[src/rtl/steak_pkg.sv]
// Shared types and grading constants for the steak grill tracker.
package steak_pkg;

  typedef enum logic [2:0] {
    IDLE   = 3'd0,
    COOK_A = 3'd1,
    COOK_B = 3'd2,
    BURNT  = 3'd3
  } state_e;

  localparam logic [4:0] PTS_RAW    = 5'd0;
  localparam logic [4:0] PTS_COOKED = 5'd5;
  localparam logic [4:0] PTS_DONE   = 5'd10;

endpackage

[src/rtl/steak_side_timer.sv]
// Saturating seconds counter for one side of the steak, with its grade and
// a look-ahead burn compare on the value it is about to take.
module steak_side_timer
  import steak_pkg::*;
#(
  parameter int TIME_W = 6,
  parameter int RARE_T = 5,
  parameter int DONE_T = 8,
  parameter int BURN_T = 12
) (
  input  logic              clk,
  input  logic              reset,
  input  logic              clear_i,
  input  logic              inc_i,
  output logic [TIME_W-1:0] time_o,
  output logic [4:0]        pts_o,
  output logic              burn_o
);

  localparam logic [TIME_W-1:0] RARE_V = RARE_T[TIME_W-1:0];
  localparam logic [TIME_W-1:0] DONE_V = DONE_T[TIME_W-1:0];
  localparam logic [TIME_W-1:0] BURN_V = BURN_T[TIME_W-1:0];

  logic [TIME_W-1:0] time_q;
  logic [TIME_W-1:0] time_d;

  always_comb begin
    time_d = time_q;
    if (clear_i) begin
      time_d = '0;
    end else if (inc_i && (time_q != '1)) begin
      time_d = time_q + 1'b1;
    end
  end

  always_ff @(posedge clk or posedge reset) begin
    if (reset) begin
      time_q <= '0;
    end else begin
      time_q <= time_d;
    end
  end

  // Burn is judged on the post-increment value so the FSM can leave on the same edge.
  assign burn_o = (time_d >= BURN_V);

  always_comb begin
    pts_o = PTS_RAW;
    if (time_q >= DONE_V) begin
      pts_o = PTS_DONE;
    end else if (time_q >= RARE_V) begin
      pts_o = PTS_COOKED;
    end
  end

  assign time_o = time_q;

endmodule

[src/rtl/steak_grill_tracker.sv]
// Tracks one steak through place/cook/flip/serve/burn and keeps a running score.
// Optional STEAK_FLIP_PENALTY_EN deducts points for excessive flipping.
module steak_grill_tracker
  import steak_pkg::*;
#(
  parameter int TIME_W  = 6,
  parameter int RARE_T  = 5,
  parameter int DONE_T  = 8,
  parameter int BURN_T  = 12,
  parameter int SCORE_W = 8
) (
  input  logic               clk,
  input  logic               reset,
  input  logic               tick,
  input  logic               place,
  input  logic               flip,
  input  logic               serve,
  output logic [2:0]         state,
  output logic [TIME_W-1:0]  time_a,
  output logic [TIME_W-1:0]  time_b,
  output logic               burnt,
  output logic               serve_valid,
  output logic [SCORE_W-1:0] serve_score,
  output logic [SCORE_W-1:0] total_score
);

  state_e             state_q;
  logic               serveValid_q;
  logic [SCORE_W-1:0] serveScore_q;
  logic [SCORE_W-1:0] totalScore_q;
  logic [SCORE_W-1:0] serveScore_d;
  logic [SCORE_W-1:0] totalScore_d;
  logic [SCORE_W:0]   totalSum;
  logic [SCORE_W-1:0] baseScore;

  logic       clearSides;
  logic       incA;
  logic       incB;
  logic       burnA;
  logic       burnB;
  logic       burnNow;
  logic       cooking;
  logic [4:0] ptsA;
  logic [4:0] ptsB;

  assign cooking    = (state_q == COOK_A) || (state_q == COOK_B);
  assign clearSides = (state_q == IDLE) && place;
  // A serve in the same cycle swallows the tick.
  assign incA       = (state_q == COOK_A) && tick && !serve;
  assign incB       = (state_q == COOK_B) && tick && !serve;
  assign burnNow    = (incA && burnA) || (incB && burnB);

  steak_side_timer #(
    .TIME_W(TIME_W), .RARE_T(RARE_T), .DONE_T(DONE_T), .BURN_T(BURN_T)
  ) u_side_a (
    .clk(clk), .reset(reset), .clear_i(clearSides), .inc_i(incA),
    .time_o(time_a), .pts_o(ptsA), .burn_o(burnA)
  );

  steak_side_timer #(
    .TIME_W(TIME_W), .RARE_T(RARE_T), .DONE_T(DONE_T), .BURN_T(BURN_T)
  ) u_side_b (
    .clk(clk), .reset(reset), .clear_i(clearSides), .inc_i(incB),
    .time_o(time_b), .pts_o(ptsB), .burn_o(burnB)
  );

  assign baseScore = {{(SCORE_W-5){1'b0}}, ptsA} + {{(SCORE_W-5){1'b0}}, ptsB};

`ifdef STEAK_FLIP_PENALTY_EN
  logic [3:0]         flips_q;
  logic [SCORE_W-1:0] penalty;

  always_ff @(posedge clk or posedge reset) begin
    if (reset) begin
      flips_q <= '0;
    end else if (clearSides) begin
      flips_q <= '0;
    end else if (cooking && flip && !serve && (flips_q != 4'hF)) begin
      flips_q <= flips_q + 4'd1;
    end
  end

  // The first flip is free; every further flip costs one point, floored at zero.
  assign penalty      = (flips_q > 4'd1) ? {{(SCORE_W-4){1'b0}}, flips_q - 4'd1} : '0;
  assign serveScore_d = (baseScore > penalty) ? (baseScore - penalty) : '0;
`else
  assign serveScore_d = baseScore;
`endif

  assign totalSum     = {1'b0, totalScore_q} + {1'b0, serveScore_q};
  assign totalScore_d = totalSum[SCORE_W] ? '1 : totalSum[SCORE_W-1:0];

  always_ff @(posedge clk or posedge reset) begin
    if (reset) begin
      state_q      <= IDLE;
      serveValid_q <= 1'b0;
      serveScore_q <= '0;
      totalScore_q <= '0;
    end else begin
      serveValid_q <= 1'b0;
      if (serveValid_q) begin
        totalScore_q <= totalScore_d;
      end
      case (state_q)
        IDLE: begin
          if (place) state_q <= COOK_A;
        end
        COOK_A, COOK_B: begin
          if (serve) begin
            serveValid_q <= 1'b1;
            serveScore_q <= serveScore_d;
            state_q      <= IDLE;
          end else if (burnNow) begin
            state_q <= BURNT;
          end else if (flip) begin
            state_q <= (state_q == COOK_A) ? COOK_B : COOK_A;
          end
        end
        BURNT: begin
          if (serve) begin
            serveValid_q <= 1'b1;
            serveScore_q <= '0;
            state_q      <= IDLE;
          end
        end
        default: state_q <= IDLE;
      endcase
    end
  end

  assign state       = state_q;
  assign burnt       = (state_q == BURNT);
  assign serve_valid = serveValid_q;
  assign serve_score = serveScore_q;
  assign total_score = totalScore_q;

endmodule
[config.mk]
export PLATFORM = sky130hd
export DESIGN_NAME = steak_grill_tracker
export DESIGN_NICKNAME = d
export VERILOG_FILES = /design/src/rtl/steak_pkg.sv /design/src/rtl/steak_side_timer.sv /design/src/rtl/steak_grill_tracker.sv
export SDC_FILE = /design/constraint.sdc
export NUM_CORES = 1
export LEC_CHECK = 0
export CORE_ASPECT_RATIO = 0.7
export CORE_MARGIN = 5
export CORE_UTILIZATION = 50
export DETAILED_ROUTE_END_ITERATION = 6
export PLACE_DENSITY_LB_ADDON = 0.2
export SLEW_MARGIN = 15
export SYNTH_ARGS = -nofsm -noshare
export SYNTH_HDL_FRONTEND = slang
export SYNTH_SLANG_ARGS = --single-unit
export TNS_END_PERCENT = 50
[constraint.sdc]
create_clock -name clk -period 2.8 [get_ports clk]
set_input_delay 0.7 -clock clk [delete_from_list [all_inputs] [get_ports clk]]
set_output_delay 0.7 -clock clk [all_outputs]
set_load 0.005 [all_outputs]
==> impl_metrics.env <==
export IMPL_outcome="completed"
export IMPL_layout_drive_gt1_share=0.0632
export IMPL_grt_pass1_vias=1478
export IMPL_cts_made_buffers=3
export IMPL_cp_max_fo=9
export IMPL_cp_top_family="compound AO/OA/AOI/OAI gates"
export IMPL_hold_violations=0
export IMPL_ys_seq_area_frac=0.357
export IMPL_worstSetupPathDepth=7
export IMPL_synthFlopType="dfrtp_1"
export IMPL_synth_top_cell_area_share=0.357
export IMPL_grt_max_degree=29
export IMPL_reg2regPathDepth=7
export IMPL_ys_ff_latch=28
export IMPL_fmax_ghz=0.426
export IMPL_utilization=0.631
export IMPL_timing_hold_ws_ps=536
export IMPL_n_antenna_cell=0
export IMPL_leakage_uw=0.00114
export IMPL_crit_arrival_ps=2550
export IMPL_grt_overflow_total=0
export IMPL_synth_async_reset_ratio=1.00
export IMPL_report_final_slew_viol_count=0
export IMPL_r2r_start="u_side_b.time_o[0]"
export IMPL_drc=0
export IMPL_htreeDepth=1
export IMPL_clock_skew_ps=12.4
export IMPL_period_share=0.838
export IMPL_dpl_instance_area_mm2=0.00236
export IMPL_setup_viol=0
export IMPL_route_detailed_wl_per_inst_um=13.2
export IMPL_numClockSinks=28
export IMPL_dp_hpwl_mm=3.13
export IMPL_io_buffers=34
export IMPL_worst_slew_pin_slew_ps=623
export IMPL_drtIter0Drc=68
export IMPL_reg2reg_slack_ps=580
export IMPL_setup_ws_ps=455
export IMPL_cp_required_ps=3000
export IMPL_period_needed_ps=2350
export IMPL_drtPass1Iterations=4
export IMPL_synth_area_mm2=0.00196
export IMPL_grt_use_total=0.164
export IMPL_core_area_mm2=0.00385
export IMPL_hp_class="register to register"
export IMPL_yosysMostFrequentCell="dfrtp_1"
export IMPL_yosysUniqueCellTypes=42
export IMPL_critPathLaunch="serve"
export IMPL_final_area_mm2=0.00243
export IMPL_rsz0062_at_grt="no"
export IMPL_crit_path_max_incr_delay_ps=500
export IMPL_start_kind="input pin"
export IMPL_via_count=1578
export IMPL_nets=282
export IMPL_synth_area_top_cells="dfrtp_1, ha_1, inv_1"
export IMPL_drv_cap=0
export IMPL_syn_inst=216
export IMPL_insertion_delay_ps=280
export IMPL_die_y_um=62.4
export IMPL_crit_path_end_kind="register"
export IMPL_crit_end="state[0]"
export IMPL_path_buf_inv=1
export IMPL_rows=19
export IMPL_io_pins=39
export IMPL_rr_endpoint="state[0]"
export IMPL_post_cts_buffers=0
export IMPL_syn_avg_cell_area_um2=9.09
export IMPL_clockRootBuffer="clkbuf_8"
export IMPL_path_cells="clkdlybuf4s50_1 -> and3b_2 -> and2_1 -> o21a_1 -> a211o_1 -> a22oi_2 -> mux2i_1"
export IMPL_initial_core_util=0.510
export IMPL_irDropWorstVdd_uv=476
export IMPL_die_area_mm2=0.00530
export IMPL_globalplace_congestion=0.853
export IMPL_dp_slack_ps=131
export IMPL_synth_edf_count=0
export IMPL_syn_to_final_growth_pct=23.6
export IMPL_synth_yosys_warnings=0
export IMPL_routed_via_density=5.17
export IMPL_grt_first_pass_wirelength_mm=7.12
export IMPL_powerDensity_mw_per_mm2=596
export IMPL_drt_total_wl_mm=4.01
export IMPL_antenna_found_initial=0
export IMPL_holdBufCountCts=0
export IMPL_cp_slowest_cell="clkdlybuf4s50_1"
export IMPL_crit_type="input pin to register"
export IMPL_ant_nets=0
export IMPL_clockBufferDepth=2
export IMPL_cts_resized=0
export IMPL_clk_pin_slew_ps=100
export IMPL_tns_ps=0
export IMPL_cts_tree="done"
export IMPL_yosys_area_top_type="dfrtp_1"
export IMPL_slew_headroom=0.580
export IMPL_nFillCells=335
export IMPL_netlist_top_cells_count="dfrtp_1, inv_1, nand2_1"
export IMPL_chipWidth_um=84.9
## sequential cells by signal, indices dropped and copies added, names as in the netlist
| name | count |
|---|---|
| total_score | 8 |
| u_side_a.time_o | 6 |
| u_side_b.time_o | 6 |
| serve_score | 5 |
| state | 2 |
| serve_valid | 1 |
## how the worst min path moves through the flow
stage | start | endpoint | slack [ps] | cells after the start
final | serve_score[2] | serve_score[2] | 540 | 2
after CTS | serve_score[0] | serve_score[0] | 540 | 2
after detailed placement | serve_score[0] | serve_score[0] | 520 | 2
after global placement | serve_score[0] | serve_score[0] | 510 | 2
after global routing | serve_score[4] | serve_score[4] | 600 | 2
after floorplan | serve_score[0] | serve_score[0] | 500 | 2
## per-stage QoR
stage | total power, uW | cells
4_1_cts | 1460 | 305
5_1_grt | 1580 | 305
3_3_place_gp | 1120 | 301
6_report | 1450 | 305
2_1_floorplan | 905 | 219
3_5_place_dp | 1130 | 301
## routing by layer
metal  track usage  vias up  share of wire
met5             0        -              0
met4        0.0237        0         0.0055
met3        0.0448        5          0.068
met2         0.232       43           0.39
met1         0.252      724           0.53
li1              -      806              -
## where the power goes
part	total [uW]	switching (uW)	internal, uW	leakage [uW]
registers	530	65.9	464	0.000363
clock network	322	131	192	0.0000357
logic	594	311	284	0.000740
total	1450	507	940	0.00114
## cells in the final DEF, fill, tap and decap left out, drive strengths merged, types with 3 or more instances in the layout
cell,n
a211oi,3
a21oi,13
and2,3
buf,4
clkbuf,3
clkdlybuf4s50,34
conb,4
dfrtp,28
ha,20
inv,23
mux2i,8
nand2,23
nand2b,5
nand3,8
nor2,15
nor3,7
o21ai,13
xnor2,5
## layout make-up
| type | instances | area [um2] | share of cell area |
|---|---|---|---|
| Sequential cell | 28 | 701 | 0.289 |
| Inverter | 23 | 86.3 | 0.0355 |
| Tap cell | 52 | 65.1 | 0.0268 |
| Clock inverter | 1 | 30.0 | 0.0124 |
| Clock buffer | 3 | 41.3 | 0.0170 |
| Timing Repair Buffer | 38 | 370 | 0.152 |
| Multi-Input combinational cell | 160 | 1130 | 0.467 |
## worst reg2reg max path, stage by stage (launching register included)
cell and delay, ps:
dfrtp_1 480, ha_1 300, and4_1 230, nor4_4 230
mux2i_1 150, a211o_1 330, a22oi_2 240, mux2i_1 210
## logic make-up (layout without fill, tap and decap cells)
kind of cell | count (synthesis) | in the layout | share of synthesized area
XOR/XNOR | 6 | 6 | 0.0268
other | 1 | 4 | 0.00191
AND/OR/NAND/NOR | 77 | 77 | 0.214
buffers and inverters | 31 | 65 | 0.0713
flip-flops | 28 | 28 | 0.357
AO/OA/AOI/OAI | 41 | 41 | 0.129
multiplexers | 10 | 10 | 0.0522
adder cells (fa/ha/maj) | 22 | 22 | 0.148
(Power assumes the default switching activity.)
==> edit, RTL diff (same flow settings) <==
The option `STEAK_FLIP_PENALTY_EN` is turned on by a define.
--- a/src/rtl/steak_grill_tracker.sv
+++ b/src/rtl/steak_grill_tracker.sv
@@ -2,2 +2,4 @@
 // Optional STEAK_FLIP_PENALTY_EN deducts points for excessive flipping.
+`define STEAK_FLIP_PENALTY_EN
+
 module steak_grill_tracker
Function: changed (a bounded check fails within 10 cycles, from zero or initial values and one cycle with reset high).
==> edit against the unedited design <==
Power is 79% higher; final area rose by 35%; sequential cell count grew 6; combinational power rose to 2.5 times the old value; global-route usage rose by 2.1 points; wire length grew 44%; via count up 33%; fmax decreased by 14%; setup slack worse by 0.39 ns; synthesized area rose by 26%; largest cell class unchanged.
==> edit: results (changes against the unedited design) <==
[metrics] portion of the layout cell area used by clock cells: 0.0232 (-0.00617)
[metrics] terminating pin of the worst hold path: total_score[5]$_DFFE_PP0P_
[metrics] number of buffers added by the clock tree synthesis step: 5 (+2)
[metrics] number of clock buffer instances in the layout: 7 (+4)
[metrics] fraction of standard cell area in multi-input logic: 0.478 (+0.0107)
[metrics] start point of the worst min-delay path: total_score[5]$_DFFE_PP0P_
[metrics] non-clock buffer count in the final layout: 69 (+82%)
[metrics] drt first-iter violations: 81 (+19%)
[metrics] slowest cell on the critical path: sky130_fd_sc_hd__fa_1
[metrics] Worst setup endpoint: serve_score[2]$_DFFE_PP0P_
[metrics] complex-gate fraction of the synthesized area: 0.175 (+0.0452)
[metrics] share of total power in sequential cells: 0.283 (-0.083)
[metrics] relative contribution of combinational cells to total power: 0.584 (+0.173)
[metrics] maximum vdd ir drop: 546 µV (+15%)
[metrics] number of combinational gates with multiple inputs: 195 (+22%)
[metrics] Area contributors post-synth: sky130_fd_sc_hd__dfrtp_1, sky130_fd_sc_hd__ha_1, sky130_fd_sc_hd__nor2_1
[metrics] commonest cells in the netlist: sky130_fd_sc_hd__dfrtp_1, sky130_fd_sc_hd__ha_1, sky130_fd_sc_hd__nor2_1
[metrics] worst slack at placement: -0.161 ns (-0.292 ns)
[metrics] number of I/O port buffers: 37 (+8.8%)
[metrics] count of sequential standard cells: 34 (+21%)
[metrics] maximum fanout along the worst path: 5 (-4)
[metrics] Non-Filler Instances: 399 (+31%)
[metrics] Non-clock buffering overhead: 0.186 (+0.0331)
[metrics] number of nets in the layout: 370 (+31%)
[metrics] Post-Synth XOR/XNOR Area: 0.0389 (+0.0122)
[metrics] Critical path origin: u_side_a.time_o[3]$_DFF_PP0_
[metrics] count of fill cells added during filler insertion: 384 (+15%)
[metrics] depth of the worst register-to-register path: 10 (+3)
[metrics] worst reg2reg endpoint: serve_score[2]$_DFFE_PP0P_
[metrics] result of the run: finished, final reports clean
[metrics] area share of fa/ha/maj cells after synthesis: 0.181 (+0.0333)
==> edit: cell types whose count changed after synthesis, moves of 3 or more <==
| cell | change |
|---|---|
| sky130_fd_sc_hd__a21boi_0 | +3 |
| sky130_fd_sc_hd__a21o_1 | +4 |
| sky130_fd_sc_hd__a21oi_1 | -4 |
| sky130_fd_sc_hd__a22o_1 | +6 |
| sky130_fd_sc_hd__dfrtp_1 | +6 |
| sky130_fd_sc_hd__ha_1 | +11 |
| sky130_fd_sc_hd__nand2_1 | -7 |
| sky130_fd_sc_hd__nand3_1 | -3 |
| sky130_fd_sc_hd__nand4_1 | +3 |
| sky130_fd_sc_hd__nor2_1 | +13 |
| sky130_fd_sc_hd__o22a_1 | +7 |
| sky130_fd_sc_hd__xor2_1 | +5 |
==> edit: routing by layer <==
layer,up-vias,global-route usage,share of wire
met3,10,0.0629,0.057
met4,0,0.0613,0.020
met1,978,0.276,0.51
met5,-,0,0
li1,1049,-,-
met2,60,0.247,0.41
